`src/rtl/game_turn_ctrl.sv`:
```
// game_turn_ctrl: battleship game sequencer and sole owner of the board port.
// Optional turn timeout: define GAME_TURN_TIMEOUT_EN.
module game_turn_ctrl #(
    parameter int SHIP_CELLS     = 10,
    parameter int BOARD_DIM      = 10,
    parameter int TIMEOUT_CYCLES = 65_000_000
) (
    input  logic       clk,
    input  logic       rst_n,
    input  logic       start,
    input  logic       host_click,
    input  logic [7:0] host_pos,
    input  logic       guest_click,
    input  logic [7:0] guest_pos,
    output logic       brd_clr,
    output logic       brd_req,
    output logic       brd_wr,
    output logic       brd_side,
    output logic [3:0] brd_row,
    output logic [3:0] brd_col,
    output logic [1:0] brd_wcode,
    input  logic       brd_ack,
    input  logic [1:0] brd_rcode,
    output logic [1:0] phase,
    output logic       turn,
    output logic [3:0] hits_host,
    output logic [3:0] hits_guest,
    output logic       shot_valid,
    output logic       shot_hit,
    output logic       winner
);

    typedef enum logic [3:0] {
        IDLE,
        CLEAR,
        P_WAIT,
        P_RD,
        P_WR,
        S_WAIT,
        S_RD,
        S_WR,
        OVER
    } state_t;

    localparam logic [1:0] CODE_EMPTY = 2'b00;
    localparam logic [1:0] CODE_SHIP  = 2'b01;
    localparam logic [1:0] CODE_HIT   = 2'b10;
    localparam logic [1:0] CODE_MISS  = 2'b11;

    localparam logic [4:0] DIM   = 5'(BOARD_DIM);
    localparam logic [3:0] SHIPS = 4'(SHIP_CELLS);

    if (SHIP_CELLS < 1 || SHIP_CELLS > 15) begin : g_bad_ships
        $error("SHIP_CELLS must be in 1..15");
    end
    if (BOARD_DIM < 1 || BOARD_DIM > 16) begin : g_bad_dim
        $error("BOARD_DIM must be in 1..16");
    end
    if (TIMEOUT_CYCLES < 1) begin : g_bad_tmo
        $error("TIMEOUT_CYCLES must be at least 1");
    end

    state_t     state;
    logic [3:0] place_cnt;
    logic       shot_is_hit;

    logic       host_ok;
    logic       guest_ok;
    logic       act_click;
    logic [7:0] act_pos;
    logic       in_wait;
    logic       accept;
    logic       tmo_fire;
    logic [3:0] hits_cur;
    logic [3:0] hits_inc;

    // Out-of-range cells never reach the board.
    assign host_ok = host_click
                  && ({1'b0, host_pos[7:4]} < DIM)
                  && ({1'b0, host_pos[3:0]} < DIM);
    assign guest_ok = guest_click
                   && ({1'b0, guest_pos[7:4]} < DIM)
                   && ({1'b0, guest_pos[3:0]} < DIM);

    // Only the active player's click is seen; the other one is dropped.
    assign act_click = turn ? guest_ok : host_ok;
    assign act_pos   = turn ? guest_pos : host_pos;
    assign in_wait   = (state == P_WAIT) || (state == S_WAIT);
    assign accept    = in_wait && act_click;

    // Shooter's hit count after one more hit, saturating at all ones.
    assign hits_cur = turn ? hits_guest : hits_host;
    assign hits_inc = (hits_cur == 4'hF) ? hits_cur : hits_cur + 4'd1;

`ifdef GAME_TURN_TIMEOUT_EN
    localparam int TMO_W = $clog2(TIMEOUT_CYCLES + 1);
    localparam logic [TMO_W-1:0] TMO_LAST = TMO_W'(TIMEOUT_CYCLES - 1);

    logic [TMO_W-1:0] tmo_cnt;

    assign tmo_fire = in_wait && !accept && (tmo_cnt == TMO_LAST);

    // Idle-turn timer: runs only while waiting for a click.
    always_ff @(posedge clk or negedge rst_n) begin
        if (!rst_n) begin
            tmo_cnt <= '0;
        end else if (!in_wait || accept || tmo_fire) begin
            tmo_cnt <= '0;
        end else begin
            tmo_cnt <= tmo_cnt + 1'b1;
        end
    end
`else
    assign tmo_fire = 1'b0;
`endif

    // Game sequencer with registered board handshake and status outputs.
    always_ff @(posedge clk or negedge rst_n) begin
        if (!rst_n) begin
            state       <= IDLE;
            place_cnt   <= 4'd0;
            shot_is_hit <= 1'b0;
            brd_clr     <= 1'b0;
            brd_req     <= 1'b0;
            brd_wr      <= 1'b0;
            brd_side    <= 1'b0;
            brd_row     <= 4'd0;
            brd_col     <= 4'd0;
            brd_wcode   <= 2'b00;
            turn        <= 1'b0;
            hits_host   <= 4'd0;
            hits_guest  <= 4'd0;
            shot_valid  <= 1'b0;
            shot_hit    <= 1'b0;
            winner      <= 1'b0;
        end else begin
            brd_clr    <= 1'b0;
            shot_valid <= 1'b0;
            unique case (state)
                IDLE, OVER: begin
                    if (start) begin
                        state      <= CLEAR;
                        brd_clr    <= 1'b1;
                        place_cnt  <= 4'd0;
                        turn       <= 1'b0;
                        winner     <= 1'b0;
                        hits_host  <= 4'd0;
                        hits_guest <= 4'd0;
                        shot_hit   <= 1'b0;
                    end
                end
                CLEAR: begin
                    state <= P_WAIT;
                end
                P_WAIT: begin
                    if (accept) begin
                        brd_req   <= 1'b1;
                        brd_wr    <= 1'b0;
                        brd_side  <= turn;
                        brd_row   <= act_pos[7:4];
                        brd_col   <= act_pos[3:0];
                        brd_wcode <= CODE_EMPTY;
                        state     <= P_RD;
                    end
                end
                P_RD: begin
                    if (brd_ack) begin
                        if (brd_rcode == CODE_EMPTY) begin
                            brd_wr    <= 1'b1;
                            brd_wcode <= CODE_SHIP;
                            state     <= P_WR;
                        end else begin
                            brd_req <= 1'b0;
                            state   <= P_WAIT;
                        end
                    end
                end
                P_WR: begin
                    if (brd_ack) begin
                        brd_req <= 1'b0;
                        brd_wr  <= 1'b0;
                        if (place_cnt + 4'd1 == SHIPS) begin
                            place_cnt <= 4'd0;
                            turn      <= ~turn;
                            state     <= turn ? S_WAIT : P_WAIT;
                        end else begin
                            place_cnt <= place_cnt + 4'd1;
                            state     <= P_WAIT;
                        end
                    end
                end
                S_WAIT: begin
                    if (accept) begin
                        brd_req   <= 1'b1;
                        brd_wr    <= 1'b0;
                        brd_side  <= ~turn;
                        brd_row   <= act_pos[7:4];
                        brd_col   <= act_pos[3:0];
                        brd_wcode <= CODE_EMPTY;
                        state     <= S_RD;
                    end else if (tmo_fire) begin
                        turn <= ~turn;
                    end
                end
                S_RD: begin
                    if (brd_ack) begin
                        case (brd_rcode)
                            CODE_SHIP: begin
                                brd_wr      <= 1'b1;
                                brd_wcode   <= CODE_HIT;
                                shot_is_hit <= 1'b1;
                                state       <= S_WR;
                            end
                            CODE_EMPTY: begin
                                brd_wr      <= 1'b1;
                                brd_wcode   <= CODE_MISS;
                                shot_is_hit <= 1'b0;
                                state       <= S_WR;
                            end
                            default: begin
                                brd_req <= 1'b0;
                                state   <= S_WAIT;
                            end
                        endcase
                    end
                end
                S_WR: begin
                    if (brd_ack) begin
                        brd_req    <= 1'b0;
                        brd_wr     <= 1'b0;
                        shot_valid <= 1'b1;
                        shot_hit   <= shot_is_hit;
                        if (shot_is_hit) begin
                            if (turn) begin
                                hits_guest <= hits_inc;
                            end else begin
                                hits_host <= hits_inc;
                            end
                            if (hits_inc == SHIPS) begin
                                winner <= turn;
                                state  <= OVER;
                            end else begin
                                state <= S_WAIT;
                            end
                        end else begin
                            turn  <= ~turn;
                            state <= S_WAIT;
                        end
                    end
                end
                default: begin
                    state <= IDLE;
                end
            endcase
        end
    end

    // Phase is a pure decode of the state register.
    always_comb begin
        phase = 2'b00;
        unique case (state)
            IDLE:                     phase = 2'b00;
            CLEAR, P_WAIT, P_RD, P_WR: phase = 2'b01;
            S_WAIT, S_RD, S_WR:       phase = 2'b10;
            OVER:                     phase = 2'b11;
            default:                  phase = 2'b00;
        endcase
    end

endmodule
```
`config.mk`:
```
export PLATFORM = sky130hd
export DESIGN_NAME = game_turn_ctrl
export DESIGN_NICKNAME = d
export VERILOG_FILES = /design/src/rtl/game_turn_ctrl.sv
export SDC_FILE = /design/constraint.sdc
export NUM_CORES = 1
export LEC_CHECK = 0
export BUFFER_PORTS_ARGS = -buffer_cell sky130_fd_sc_hd__buf_2
export CAP_MARGIN = 40
export CORE_ASPECT_RATIO = 1.25
export CORE_MARGIN = 5
export CORE_UTILIZATION = 56
export CTS_BUF_LIST = sky130_fd_sc_hd__clkbuf_8
export CTS_CLUSTER_SIZE = 12
export DETAILED_ROUTE_END_ITERATION = 12
export PLACE_DENSITY = 0.82
export SLEW_MARGIN = 20
export SYNTH_ARGS = -nofsm -noshare
export SYNTH_HDL_FRONTEND = slang
export SYNTH_SLANG_ARGS = --single-unit
```
`constraint.sdc`:
```
create_clock -name clk -period 2.86 [get_ports clk]
set_clock_uncertainty 0.15 [all_clocks]
set_input_delay 0.429 -clock clk [delete_from_list [all_inputs] [get_ports clk]]
set_output_delay 0.429 -clock clk [all_outputs]
set_load 0.05 [all_outputs]
```
### Yosys cells after proc, flatten, opt, wreduce, memory -nomap -nowiden

Memories as Yosys holds them, arrays and structs flattened.
Cells that the tools add are included.

| operators by class | value |
|---|---|
| $add $sub $neg | 2 |
| multipliers | 0 |
| div/mod/pow operators | 0 |
| order comparisons | 4 |
| equal/unequal tests | 32 |
| shift-type cells | 0 |
| multiplexer cells | 69 |
| bitwise logic cells | 1 |
| reduce and logical (&&, ||, !) cells | 32 |

Operator list:

| kind | count |
|---|---|
| $mux 4 | 20 |
| $ne 2x2->1 const B | 17 |
| $pmux 4 s8 | 1 |
| $mux 1 | 27 |
| $pmux 4 s2 | 3 |
| $reduce_and 7->1 | 3 |
| $eq 4x3->1 const B | 4 |
| $eq 4x4->1 const B | 4 |
| $lt 4x4->1 const B | 4 |
| $reduce_and 5->1 | 3 |
| $reduce_and 3->1 | 4 |
| $reduce_and 6->1 | 2 |
| $mux 2 | 5 |
| $mux 3 | 3 |
| $add 4x1->4 const B | 2 |
| $eq 4x2->1 const B | 2 |
| $mux 8 | 1 |
| $pmux 1 s2 | 4 |
| $pmux 1 s4 | 2 |
| $reduce_bool 2->1 | 4 |
| $reduce_or 2->1 | 4 |
| $pmux 2 s3 | 1 |
| $reduce_bool 3->1 | 2 |
| $logic_and 1x1->1 | 5 |
| 12 further kinds | 13 |

| storage, ports and cells | value |
|---|---|
| bits in registers | 35 |
| bits in latches | 0 |
| RAM bits | 0 |
| bits in read-only memories | 32 |
| input port bits | 24 |
| word-level logic and storage cells | 157 |
| memories | 1 |

Memories:

| memory | depth | width | read ports | clocked after memory_dff | wr ports | line | RTL |
|---|---|---|---|---|---|---|---|
| (name not given) | 16 | 2 | 1 | 0 | 0 | 261 | `unique case (state)` |

### Longest topological paths before layout

| logic depth | value |
|---|---|
| depth in word-level cells | 8 |
| mapped depth | 10 |
| depth with buffers taken out | 8 |

### Least setup slack after synthesis

No wires, ideal clock.

| path | value |
|---|---|
| path type | register -> output |
| start | reg state[0] |
| end | out phase[0] |
| arrival time | 2.077 ns |
| path slack | 0.204 ns |
| stages on the path, launching flop included | 8 |
| path buffers | 1 |
| cells stage by stage | dfrtp_1 buf_2 inv_1 nand2_1 inv_1 ha_1 inv_1 o21ai_0 |

| on the way | value |
|---|---|
| longest elaborated chain between the ends | 1 |

RTL lines:

| item | line | RTL |
|---|---|---|
| from (decl) | 63 | `state_t state;` |
| from (signal assigned) | 185 | `state <= turn ? S_WAIT : P_WAIT;` |
| $mem_v2 16x2 | n/a |  |
| to (decl) | 24 | `output logic [1:0] phase,` |

Every way passes these cells.

### Worst setup path after layout

Ends and elaborated chain as after synthesis.

==> results.yml <==
clock_tree:
  clk_pin_slew_worst_paths_ns: 0.07
  clockBufferDepth: 2
  cts_tree: "built"
  cts_buffers: 5
  cts_setup_buffers: 0
  clock-sinks: 35
  cts-htree-levels: 2
  root_buffer: "clkbuf_8"
  clk_latency_ns: 0.29
job:
  cap_violations: 0
placement:
  placed_cell_area_um2: 2490
  finalWeightedCongestion: 0.833
  detailedPlace.worstSlack_ns: 0.476
  numPortBuffers: 51
  dp_hpwl_mm: 3.78
critical_path:
  cpPeakStageDelay_ns: 0.69
  cp-end-kind: "primary output"
  worst-path-max-fanout: 18
  cp_common_cell: "inv_1"
  critPathLaunchType: "flop"
  ff2ff_setup_slack_ns: 0.46
  path_cells: "inv_1, nand2_1, inv_1, ha_1, inv_1, o21ai_0, buf_2"
  cpMaxStageDelayCell: "dfrtp_1"
  arrival_ns: 2.15
  worst-setup-path-type: "flop to primary output"
  cp.required_ns: 2.28
synth:
  synth_top_area_share_pct: 39.3
  synth_top_family_by_area: "simple AND/OR/NAND/NOR gates"
  synthAdderAreaFrac_pct: 3.37
  yosysSeqAreaShare_pct: 39.3
  synth_top_area_cell: "dfrtp_1"
  synth_mux_area_share_pct: 10.1
  syn-instance-count: 240
  synthArstFlopShare_pct: 100
  ys_top_cells_by_count: "dfrtp_1, nand2_1, nor2_1"
  synth_ff_type: "dfrtp_1"
  synth_edf_count: 0
  synthSimpleGateAreaFrac_pct: 20.5
  ys_ff_latch: 35
  synth_xor_area_share_pct: 1.57
  synth_cell_types: 55
  synth_area_leaders: "dfrtp_1, mux2_2, mux2i_1, nand2_1, o21ai_0"
  yosysMostFrequentCell: "dfrtp_1"
  synth_compound_area_share_pct: 20.3
  syn-num-nets: 270
  syn_area_um2: 2230
  synth_area_per_cell_um2: 9.28
  yosysWarnings: 0
floorplanning:
  die_h_um: 80.5
  io_pins: 52
  die_x_um: 66.4
  core_area_um2: 3820
  row_count: 25
  fp.dieArea_um2: 5350
  start_util_pct: 58.4
global_route:
  track_usage_pct: 21.4
  grt_start_max_net_pins: 36
  first_global_vias: 1948
  grt_first_pass_wirelength_mm: 8.89
  grt_overflow: 0
  antenna_found_initial: 0
detailed_routing:
  wl_mm: 5.19
  final_antenna_net_count: 0
  drtIter0Drc: 195
  vias: 2002
  dr.pass1.iters: 4
  drc: 0
  route.detailed.vias_per_inst: 5.84
  wl_per_cell_um: 15.1
finish:
  diodes: 0
  area.growth.synth_to_final_pct: 18.3
  drive_above_1_share_pct: 29.4
  post-route-util_pct: 69.1
  fill_cells: 324
  design_area_um2: 2640
  final_nets: 318
timing:
  hold_viol_final: 0
  worst_pin_slew_ns: 0.599
  finalWorstSetupSlack_ns: 0.131
  slew_headroom_pct: 60.0
  setup_viol: 0
  fmax_mhz: 366
  period_share_pct: 95.4
  finalCriticalPeriod_ns: 2.73
  rsz0062_at_grt: "no"
  drv_slew: 0
  totalNegativeSetupSlack_ns: 0
worst_hold_path:
  holdCritPathClass: "input pin to flop"
power:
  ir_drop_v: 0.00100
  p_total_w: 0.00307
  leakage_nw: 1.23
  power_density_nw_per_um2: 1160
status:
  status: "finished, final reports clean"
layer usage:
layer  share of wire [%]  track usage (%)
met1                  42             26.8
met2                  51             35.3
met3                 5.8             5.31
met4                 1.6             7.72
met5                   0                0
through the flow:
stage / std cells / hold WS [ns]
final: 343 / 0.259
after global placement: 333 / 0.318
after CTS: 341 / 0.0834
after detailed placement: 333 / 0.322
after global routing: 343 / 0.257
after floorplan: 240 / -0.0166
sequential cells by signal, summed over array words and instances, names as in the netlist:
signal,flops
brd_clr,1
brd_col,4
brd_req,1
brd_row,4
brd_side,1
brd_wcode,2
brd_wr,1
hits_guest,4
hits_host,4
place_cnt,4
shot_hit,1
shot_is_hit,1
shot_valid,1
state,4
turn,1
winner,1
report_power, final:
part	total, W	switching [W]	internal (W)
logic	0.00170	0.00115	0.000551
registers	0.000901	0.000223	0.000678
clock network	0.000467	0.000185	0.000282
total	0.00307	0.00156	0.00151
worst paths after layout:
path,start,endpoint,cells past startpoint
hold reg to reg,shot_hit$_DFFE_PN0P_,shot_hit$_DFFE_PN0P_,2
max in group asynchronous,rst_n,state[1]$_DFFE_PN0P_,3
min in group asynchronous,rst_n,brd_row[3]$_DFFE_PN0P_,2
setup reg to reg,turn$_DFFE_PN0P_,state[2]$_DFFE_PN0P_,7
setup / recovery,state[0]$_DFFE_PN0P_,phase[0],7
hold / removal,brd_rcode[0],shot_is_hit$_DFFE_PN0P_,2
final cells by class:
class,instances,area (µm²),share of cell area (%)
Sequential cell,35,877,33.3
Inverter,10,37.5,1.42
Tap cell,54,67.6,2.56
Clock inverter,2,35.0,1.33
Multi-Input combinational cell,182,1240,47.2
Clock buffer,6,82.6,3.13
Timing Repair Buffer,54,293,11.1
kinds of logic after synthesis:
group           Yosys count
flops                    35
mux                      21
compound gates           64
simple gates             87
fa+ha+maj                 6
buf+inv                  23
xor+xnor                  4
layout by cell type (no fill, tap or decap), types with 2 or more instances in the layout:
cell       count
o22ai_1        3
nand3_1        9
nor2_1        19
o21ai_0       17
a21o_1         4
nand3b_1       3
nand4b_1       3
and2_1         4
nor2_2         2
nand2b_1       4
a32o_1         3
clkbuf_8       6
ha_1           6
mux2_2        11
buf_2         51
mux2i_1       10
inv_1         10
a22o_1         2
nor3_1         6
nand2_1       23
o2111ai_1      2
a21oi_1       12
dfrtp_1       34
a31oi_1        4
xnor2_1        2
o211ai_1       2
a211oi_1       2
xor2_1         2
nand4_1        3
o31ai_1        2
worst max-delay path, delay by kind of cell (launching register included):
family                   cells  cell delay (ns)
AO/OA/AOI/OAI                1             0.13
buffers and inverters        4             0.61
adder cells (fa/ha/maj)      1             0.30
flip-flops                   1             0.69
AND/OR/NAND/NOR              1             0.12
repair_timing:
action	CTS	global route
gates resized for setup	0	1
hold buffers	0	1
setup endpoints to repair	0	1
endpoints found under the hold margin	0	5
(Power assumes the default switching activity.)
